File: src/rtl/ex_wb_forward.sv
// ex_wb_forward
// Writeback stage of the 4-stage pipeline. It registers the EX result into the
// WB pipeline register and commits it to the register file on the next edge.
// It supplies the operand-A bypass to the ALU and serves the two ID-stage
// read ports with write-through from the WB register. It also counts
// committed writes.
//
// Ports
//   clk, rst_n            clock, asynchronous active-low reset
//   ex_valid, ex_we       EX instruction present / writes a register
//   ex_rd, ex_result      EX destination and ALU result
//   ex_rs1                EX operand-A source (forward compare)
//   flush                 kill the EX instruction
//   id_rs1, id_rs2        ID read addresses
//   rs1_data, rs2_data    ID read data (combinational, bypassed)
//   forward_sel/forward_a operand-A bypass to the ALU
//   wb_valid/wb_rd/wb_data WB pipeline register
//   commit_cnt            committed-write counter (wraps)
module ex_wb_forward #(
    parameter int DATA_W  = 8,
    parameter int REG_CNT = 8,
    parameter int ADDR_W  = 3
) (
    input  logic              clk,
    input  logic              rst_n,
    input  logic              ex_valid,
    input  logic              ex_we,
    input  logic [ADDR_W-1:0] ex_rd,
    input  logic [DATA_W-1:0] ex_result,
    input  logic [ADDR_W-1:0] ex_rs1,
    input  logic              flush,
    input  logic [ADDR_W-1:0] id_rs1,
    input  logic [ADDR_W-1:0] id_rs2,
    output logic [DATA_W-1:0] rs1_data,
    output logic [DATA_W-1:0] rs2_data,
    output logic              forward_sel,
    output logic [DATA_W-1:0] forward_a,
    output logic              wb_valid,
    output logic [ADDR_W-1:0] wb_rd,
    output logic [DATA_W-1:0] wb_data,
    output logic [15:0]       commit_cnt
);

    logic [DATA_W-1:0] regs [REG_CNT];
    logic              capture;

    // A write to r0 is dropped here, so r0 never enters WB and is never
    // committed, forwarded or bypassed.
    assign capture = ex_valid & ex_we & ~flush & (ex_rd != '0);

    always_ff @(posedge clk or negedge rst_n) begin
        if (!rst_n) begin
            wb_valid   <= 1'b0;
            wb_rd      <= '0;
            wb_data    <= '0;
            commit_cnt <= '0;
            for (int i = 0; i < REG_CNT; i++) begin
                regs[i] <= '0;
            end
        end else begin
            wb_valid <= capture;
            wb_rd    <= ex_rd;
            wb_data  <= ex_result;
            if (wb_valid) begin
                regs[wb_rd] <= wb_data;
                commit_cnt  <= commit_cnt + 16'd1;
            end
        end
    end

    assign forward_sel = wb_valid & (wb_rd == ex_rs1);
    assign forward_a   = wb_data;

    // Write-through: the entry committing this cycle is returned instead of
    // the stale array value.
    function automatic logic [DATA_W-1:0] read_port(input logic [ADDR_W-1:0] addr);
        if (addr == '0)
            return '0;
        else if (wb_valid && (wb_rd == addr))
            return wb_data;
        else
            return regs[addr];
    endfunction

    always_comb begin
        rs1_data = read_port(id_rs1);
        rs2_data = read_port(id_rs2);
    end

endmodule

File: config.mk
export PLATFORM = sky130hd
export DESIGN_NAME = ex_wb_forward
export DESIGN_NICKNAME = d
export VERILOG_FILES = /design/src/rtl/ex_wb_forward.sv
export SDC_FILE = /design/constraint.sdc
export NUM_CORES = 1
export LEC_CHECK = 0
export ABC_AREA = 1
export ABC_CLOCK_PERIOD_IN_PS = 1900
export CORE_UTILIZATION = 55
export CTS_CLUSTER_SIZE = 28
export DETAILED_ROUTE_END_ITERATION = 10
export GPL_ROUTABILITY_DRIVEN = 0
export GPL_TIMING_DRIVEN = 0
export PLACE_DENSITY = 0.81
export SLEW_MARGIN = 30
export SYNTH_ARGS = -nofsm -noshare
export SYNTH_HDL_FRONTEND = slang
export SYNTH_SLANG_ARGS = --single-unit
File: constraint.sdc
create_clock -name clk -period 1.9 [get_ports clk]
set_input_delay 0.475 -clock clk [delete_from_list [all_inputs] [get_ports clk]]
set_output_delay 0.475 -clock clk [all_outputs]
set_load 0.05 [all_outputs]
* Word-level counts from Yosys, hierarchy flattened
Cells that the tools add are included.
** Storage, ports and cells
- Register bits :: 92
- Bits in latches :: 0
- RAM bits :: 0
- Memory bits (read-only) :: 0
- Word-level logic and storage cells :: 47
- Memories :: 0
** Cells by class
- $add $sub $neg :: 1
- $mul :: 0
- Div/mod/pow operators :: 0
- Order comparisons :: 4
- Eq/ne operators :: 3
- Shifts and indexed selects :: 0
- Mux-type cells :: 13
- Bitwise logic cells :: 8
- Reduce and logical (&&, ||, !) cells :: 6
** Operators with widths (count)
- 2-to-1 mux 8 bit :: 9
- bitwise mux 64 bit :: 1
- binary-select mux 8 bit (select 3 bit) :: 2
- demux 8 bit (select 3 bit) :: 1
- adder 16 x 1 -> 16 bit (second input constant) :: 1
- >= comparator 4 bit (second input constant) :: 3
- inverter 3 -> 4 bit :: 3
- equality test 3 bit :: 3
- logical NOT 3 bit :: 2
- AND 1 bit :: 4
- less-than comparator 4 x 1 -> 1 bit (second input constant) :: 1
- logical AND 1 bit :: 3
- nonzero test 3 bit :: 1
- inverter 1 bit :: 1

* Longest topological paths before layout
- Depth in word-level cells :: 6
- Mapped depth :: 9
- Mapped depth without buffers :: 9

* Worst setup path before layout
Ideal clock, no wire load.
- Path kind :: flip-flop to output port
- Start point :: reg wb_valid
- End point :: out rs1_data[0]
- Data arrival time :: 2136 ps
- Setup slack :: -711 ps
- Stages on the path, launching flop included :: 10
- Path through :: dfrtp_1 buf_4 nand2_1 inv_1 nand2_1 nand2_2 nand2_4 inv_2 nor2_1 nor2_1
** Between the ends
- Longest elaborated chain between the ends :: 3
** Ends and longest elaborated chain
- from (decl) :: RTL line 38 : output logic wb_valid,
- from (signal assigned) :: RTL line 61 : wb_valid <= capture;
- logical AND 1 bit :: RTL line 79 : else if (wb_valid && (wb_rd == addr))
- 2-to-1 mux 8 bit :: RTL line 79
- 2-to-1 mux 8 bit :: RTL line 77 : if (addr == '0)
- to (decl) :: RTL line 34 : output logic [DATA_W-1:0] rs1_data,
No other way between the ends.

* Final worst setup path
- Start point :: reg wb_rd[0]
- End point :: out rs2_data[4]
** Between the ends
- Longest elaborated chain between the ends :: 4
** Ends and longest elaborated chain
- from (decl) :: RTL line 39 : output logic [ADDR_W-1:0] wb_rd,
- from (signal assigned) :: RTL line 62 : wb_rd <= ex_rd;
- equality test 3 bit :: RTL line 79
- logical AND 1 bit :: RTL line 79
- 2-to-1 mux 8 bit :: RTL line 79
- 2-to-1 mux 8 bit :: RTL line 77
- to (decl) :: RTL line 35 : output logic [DATA_W-1:0] rs2_data,
No other way between the ends.

==> summary.txt <==
Synthesis
  • Mux contribution to synthesized area: 0
  • Commonest cells post-synth: nand2_1, nand3_1, dfrtp_1
  • Synth Area per Inst: between 7 and 8 um2
  • Post-synth top area share: 0.451
  • Seq cells post-synth: 92
  • Post-synthesis adder-cell area fraction: 0.00245
  • Largest family of logic cells by synthesized area: simple AND/OR/NAND/NOR gates
  • Asr flop ratio synth: 1.00
  • Synthesized area: approximately 0.005 mm2
  • Register area share after synthesis: 0.451
  • Synth Warn #: 0
  • Area share of and/or/nand/nor cells after synthesis: 0.388
  • Area leader, netlist: dfrtp_1
  • Post-Syn Nets: approximately 750
  • Mapped Cells: 719
  • Area contributors post-synth: dfrtp_1, nand2_1, nand3_1
  • Main synth FF type: dfrtp_1
  • Post-Synth XOR/XNOR Area: 0.0223
  • Count leader, synth: nand2_1
  • Synth unique cells: 25
  • EDFF count, synth: 0
  • Compound-Gate Fraction of Synth Area: 0.0662

Final layout
  • Nets: 850
  • Antenna cells: 0
  • Finished Layout Cells: about 940
  • Syn-to-layout area delta: 33.5%
  • Reg area: 0.00231 mm2
  • Share of cells above drive strength 1: 0.234
  • Filler cells: between 600 and 700
  • Multi-input logic area: ~0.0029 mm2

Power
  • Pwr per Cell Area: ~860 mW/mm2
  • VDD IR max: roughly 0.91 mV
  • Clock Power Share: 0.240
  • Switching power: around 2.3 mW
  • Comb pwr share: 0.318
  • Internal power: around 3.6 mW
  • Lkg Pwr: 3.37 nW
  • Sequential power share: 0.441
  • Net Sw Frac: 0.395

STA
  • Fin. Hold Viols: 0
  • RSZ-0062 raised after global routing: true
  • Final setup viols: 18
  • Final worst slack: -0.432 ns
  • Tcrit/Tclk final: 1.23
  • Crit path time final: approximately 2.3 ns
  • Clk_skew: 0.0184 ns
  • Max Clock Freq: roughly 430 MHz
  • TNS Setup: -6.63 ns
  • Slew HR: 0.668
  • Worst slew pin tran: between 0.5 and 0.6 ns
  • Slew Viols, Final: 0

Clock network
  • Root Buffer: clkbuf_8
  • Total number of H-tree levels: 3
  • Reg clk slew, reported paths: around 0.10 ns
  • Worst skew pair latency: ~0.38 ns
  • TritonCTS buffer count: 9
  • Clk buf depth: 2
  • CTS tree: yes
  • Clk sinks: approximately 90

Critical path
  • CP startpoint: wb_rd[0]
  • Setup slack, reg-to-reg: 0.25 ns
  • Arrival time at the worst endpoint: around 1.9 ns
  • Critical Path End: rs2_data[4]
  • RR Startpoint: wb_rd[1]
  • Startpoint Class: register
  • Cell depth of the worst flop-to-flop path: 7
  • Crit end category: output pin
  • CP Class: reg -> out
  • CP Data Required Time: around 1.4 ns
  • Reg2reg end: regs[38]
  • Worst Path Max Fanout: 5

Drt
  • Initial DRT Pass Iterations: 11
  • Starting DRT DRC Count: a little under 1000
  • Via Count: around 5600
  • DRC viols: 1
  • Post-DR wirelength/cell: approximately 18 um
  • DR vias/cell: ~6
  • DRT Wirelength: approximately 17000 um
  • ANT nets after route: 0

Min path
  • Worst Hold Class: reg -> reg

Placement
  • Placed cells: 900
  • Port buffer count: 72
  • HPWL after DPL: 11100 um
  • Setup Slack @ Placement: -1.29 ns

Global route
  • Largest net degree at the start of global routing: 60
  • GRT Util Overall: 0.353
  • Vias in the first global route: roughly 5200
  • Remaining Overflow, GRT: 0
  • Initial antenna violation count: 0
  • First-pass GRT wire length: between 20000 and 30000 um

Die
  • Num ports: between 70 and 80
  • Die width: just under 100 um
  • Initial core utilization: 0.577
  • DIE HEIGHT: 98.3 um
  • Row count: 34
  • Core area: between 0.008 and 0.009 mm2
  • Total die area: approximately 0.0097 mm2

Status
  • Outcome: finished, violations left
  • Failing checks: DRC, setup timing

Flow run
  • Max-Cap Viols: 0
## cells by family (layout without fill, tap and decap cells)
logic type      count (synthesis)  count (layout)
simple gates                  473             477
flops                          92              92
buf+inv                        73             179
compound gates                 67              67
xor+xnor                       13              13
fa+ha+maj                       1               1
## final cells by class
class	count	area share
multi-input combinational	558	0.422
inverter	32	0.0226
buffer	41	0.0391
timing repair buffer	90	0.127
tap	108	0.0198
clock buffer	10	0.0187
clock inverter	6	0.0121
sequential	92	0.339
## per-layer routing
layer,global-route usage,part of all wire
met1,0.467,0.39
met4,0.171,0.057
met5,0,0
met2,0.549,0.44
met3,0.0823,0.12
## state kept, by name, indices dropped and copies added (netlist names)
register and cells:
forward_a 8, regs 64, wb_valid 1, wb_rd 3, commit_cnt 16
## placed cells by master (no fill, tap or decap), types with 25 or more instances in the layout
cell type and n:
buf_4 29, dfrtp_1 88, dlygate4sd2_1 25, nand2_1 258
nand3_1 108, nor2_1 33, nor2_4 29, o21ai_0 57
## worst min-delay path by stage
| stage | startpoint | endpoint | cells after the start |
|---|---|---|---|
| after detailed placement | rst_n | forward_a[0] | 1 |
| after global placement | commit_cnt[15] | commit_cnt[15] | 2 |
| final | commit_cnt[13] | commit_cnt[13] | 2 |
| after CTS | ex_result[1] | forward_a[1] | 1 |
| after global routing | ex_result[0] | forward_a[0] | 1 |
| after floorplan | rst_n | commit_cnt[0] | 0 |
## stage by stage
step                total power, mW  hold slack [ns]  area, um2   util
floorplan                      3.68            0.179       5280      -
global placement               4.23            0.471       6140  0.694
detailed placement             4.29            0.383       6170  0.697
CTS                            5.74            0.514       6610  0.747
global route                   6.13            0.498       6810  0.770
finish                         5.88            0.506       6810  0.770
## power by group through the flow
stage | Clock, mW | Combinational (mW) | Sequential [mW]
6_report | 1.41 | 1.87 | 2.60
5_1_grt | 1.50 | 2.01 | 2.63
4_1_cts | 1.41 | 1.76 | 2.57
3_5_place_dp | 0 | 1.68 | 2.61
3_3_place_gp | 0 | 1.63 | 2.59
2_1_floorplan | 0 | 0.984 | 2.70
## worst max-delay path, cell delays in order, from the launching register on
cell     delay (ns)
dfrtp_2        0.47
nand2_1        0.14
nand2_4        0.08
nor2_4         0.22
buf_4          0.16
nand3_1        0.08
nand2_1        0.13
nor2_4         0.06
buf_8          0.15
## what timing repair did
| item | 4_1_cts | 5_1_grt |
|---|---|---|
| cloned | 4 | 0 |
| endpoints found under the hold margin | 33 | 0 |
| resized for setup | 217 | 62 |
| setup buffers | 7 | 10 |
| hold buffers | 1 | 0 |
| pin swaps | 19 | 18 |
| endpoints found under the setup margin | 53 | 30 |
No activity file was read; power rests on OpenSTA's default activity.
==> variant: new RTL, same settings <==
Register the output `commit_cnt` once more, cleared by the reset; this adds one clock of latency there. The other outputs are not delayed to match.
--- a/src/rtl/ex_wb_forward.sv
+++ b/src/rtl/ex_wb_forward.sv
@@ -42,4 +42,6 @@
 );
 
+    logic [15:0] commit_cnt_s0;
+
     logic [DATA_W-1:0] regs [REG_CNT];
     logic              capture;
@@ -54,5 +56,5 @@
             wb_rd      <= '0;
             wb_data    <= '0;
-            commit_cnt <= '0;
+            commit_cnt_s0 <= '0;
             for (int i = 0; i < REG_CNT; i++) begin
                 regs[i] <= '0;
@@ -64,5 +66,5 @@
             if (wb_valid) begin
                 regs[wb_rd] <= wb_data;
-                commit_cnt  <= commit_cnt + 16'd1;
+                commit_cnt_s0 <= commit_cnt_s0 + 16'd1;
             end
         end
@@ -88,4 +90,12 @@
     end
 
+    always_ff @(posedge clk or negedge rst_n) begin
+        if (!rst_n) begin
+            commit_cnt <= '0;
+        end else begin
+            commit_cnt <= commit_cnt_s0;
+        end
+    end
+
 endmodule
 
Formal check against the unedited RTL: not equivalent (a bounded check fails within 4 cycles, from zero or initial values and one cycle with rst_n low).
==> variant against the unedited design <==
The run ends with negative setup slack left; first-iteration DRC count is 21% lower; count of clock-buffer cells in the layout fell by 1; sequential cell count is 16 higher; setup slack worse by 0.052 ns; design area is 9.5% higher; sequential share of layout area up 2.4 points; critical path depth is 2 higher; clock power up 9%; clock skew is 0.0071 ns lower; routed wire length fell by 0.37%; area after synthesis is 12% higher; hold slack lost 0.081 ns; power is 9.2% higher; utilization is 1.7 points lower.
==> variant: results (changes against the unedited design) <==
status: "finished with violations"  # unchanged
violations: "negative setup slack"  # was design-rule violations, negative setup slack
ys_types: 31  # was 25
leakagePower_nw: 3.691  # was 3.366 nW
synth_nets: 758  # was 745
insertion_delay_ns: 0.39
grt_max_degree: 77  # was 60
setup_violations: 17  # was 18
reg2reg_depth: 9  # was 7
finalWorstSetupSlack_ns: -0.4844  # was -0.4322 ns
hpwl_um: 11490  # was 11060 um
antenna_found_initial: 0  # unchanged
crit_fanout: 6  # was 5
hp-class: "reg2reg"  # unchanged
post_route_cells_drive_above_1_share: 0.2786  # was 0.2340
gr-usage-all-layers: 0.3231  # was 0.3532
ys_top_cells_by_count: "nand2_1, dfrtp_1, nand3_1, nor2_1, o21ai_0"  # was nand2_1, nand3_1, dfrtp_1, nor2_1, o21ai_0
grt_pass1_wl_um: 27060  # was 26270 um
drt_first_pass_iters: 7  # was 11
synth_area_leaders: "dfrtp_1, nand2_1, nand3_1, nor2_1, o21ai_0"  # was dfrtp_1, nand2_1, nand3_1, o21ai_0, nor2_1
via_count: 5620  # was 5605
whs_path_depth: 0  # was 2
grt_pass1_vias: 5359  # was 5163
post-place-ws_ns: -1.319  # was -1.290 ns
clock_skew_ns: 0.01128  # was 0.01841 ns
dpl_cell_area_um2: 6756  # was 6167 um2
clkSlewWorstSetupHoldPaths_ns: 0.11
nNetsFinal: 868  # was 850
slew_headroom: 0.6577  # was 0.6680
numCtsBuffers: 9  # unchanged
n_antenna_cell: 0  # unchanged
ir_drop_mv: 0.7813  # was 0.9052 mV
crit_arrival_ns: 1.91  # was 1.86 ns
cp_top_family: "buffers and inverters"  # was simple AND/OR/NAND/NOR gates
ys_warn_count: 0  # unchanged
synth_seq_area_share: 0.4733  # was 0.4512
routed_wl_um: 16850  # was 16910 um
cp_slowest_cell: "dlygate4sd2_1"  # was dfrtp_2
async_flop_share: 1.000  # unchanged
cts_buffer_depth: 2  # unchanged
cts-root-buf: "clkbuf_8"  # unchanged
drt-initial-drc-count: 760  # was 962
critPathMaxStageDelay_ns: 0.39  # was 0.47 ns
top_regs: "regs x64, commit_cnt x16, commit_cnt_s0 x16"
port_buffers: 72  # unchanged
htree_levels: 3  # unchanged
## variant: path summary, 6_finish.rpt
path | startpoint | endpoint | slack, ns
min in group asynchronous | rst_n | wb_valid$_DFF_PN0_ | 0.52
worst min-delay path | commit_cnt_s0[14]$_DFFE_PN0P_ | commit_cnt[14]$_DFF_PN0_ | 0.42
worst min register to register | commit_cnt_s0[14]$_DFFE_PN0P_ | commit_cnt[14]$_DFF_PN0_ | 0.42
worst max-delay path | id_rs2[2] | rs2_data[4] | -0.48
worst max register to register | wb_valid$_DFF_PN0_ | commit_cnt_s0[15]$_DFFE_PN0P_ | 0.31
max in group asynchronous | rst_n | forward_a[5]$_DFF_PN0_ | 0.68
## variant: cell type report
type | count | area, um2
multi-input combinational | 550 | 2952
clock buffer | 9 | 123.9
inverter | 34 | 162.7
clock inverter | 7 | 102.6
fill | 697 | 2447
buffer | 42 | 320.3
timing repair buffer | 97 | 925.9
sequential | 108 | 2709
tap | 133 | 166.4
## variant: what timing repair did
| action | in CTS | in global routing |
|---|---|---|
| resized for setup | 233 | 40 |
| setup buffers | 14 | 9 |
| gates cloned | 1 | 1 |
| setup endpoints to repair | 53 | 23 |
| hold endpoints to repair | 32 | 0 |
| hold buffers | 1 | 0 |
| pin swaps | 17 | 13 |
## variant: report_power, final
part,internal (mW),total [mW],switching [mW]
sequential,2.64,2.97,0.330
clock,0.657,1.54,0.886
combinational,0.676,1.91,1.23
total,3.98,6.42,2.44
## variant: logic make-up after synthesis
kind of cell	Yosys count	share of synthesized area
AND/OR/NAND/NOR	466	0.3576
buffers and inverters	76	0.07515
adder cells (fa/ha/maj)	1	0.002191
XOR/XNOR	15	0.02301
AO/OA/AOI/OAI	66	0.06880
flip-flops	108	0.4733
## variant: worst reg2reg max path: stages, from the launching register on
cell and delay (ns):
dfrtp_2 0.40, buf_8 0.12, buf_4 0.15, nand2_1 0.07, nor2_2 0.19, nand2_2 0.10, nor2_1 0.27, nand2_1 0.09
nand2_1 0.07, nand2_1 0.05
## variant: per-stage QoR
| stage | instances | hold slack, ns | power (mW) | TNS [ns] |
|---|---|---|---|---|
| 2_1_floorplan | 732 | 0.1794 | 4.130 | -1.942 |
| 6_report | 980 | 0.4242 | 6.423 | -7.173 |
| 5_1_grt | 980 | 0.4336 | 6.718 | -7.998 |
| 3_3_place_gp | 937 | 0.3831 | 4.681 | -394.52 |
| 4_1_cts | 970 | 0.4261 | 6.343 | -6.366 |
| 3_5_place_dp | 938 | 0.3843 | 4.749 | -17.79 |
## variant: metal layers
layer  part of all wire  global-route usage  wire length (um)
met4              0.042              0.1286               715
met2               0.46              0.5148              7833
met5                  0                   0                 0
met1               0.38              0.4315              6475
met3               0.11             0.07080              1824
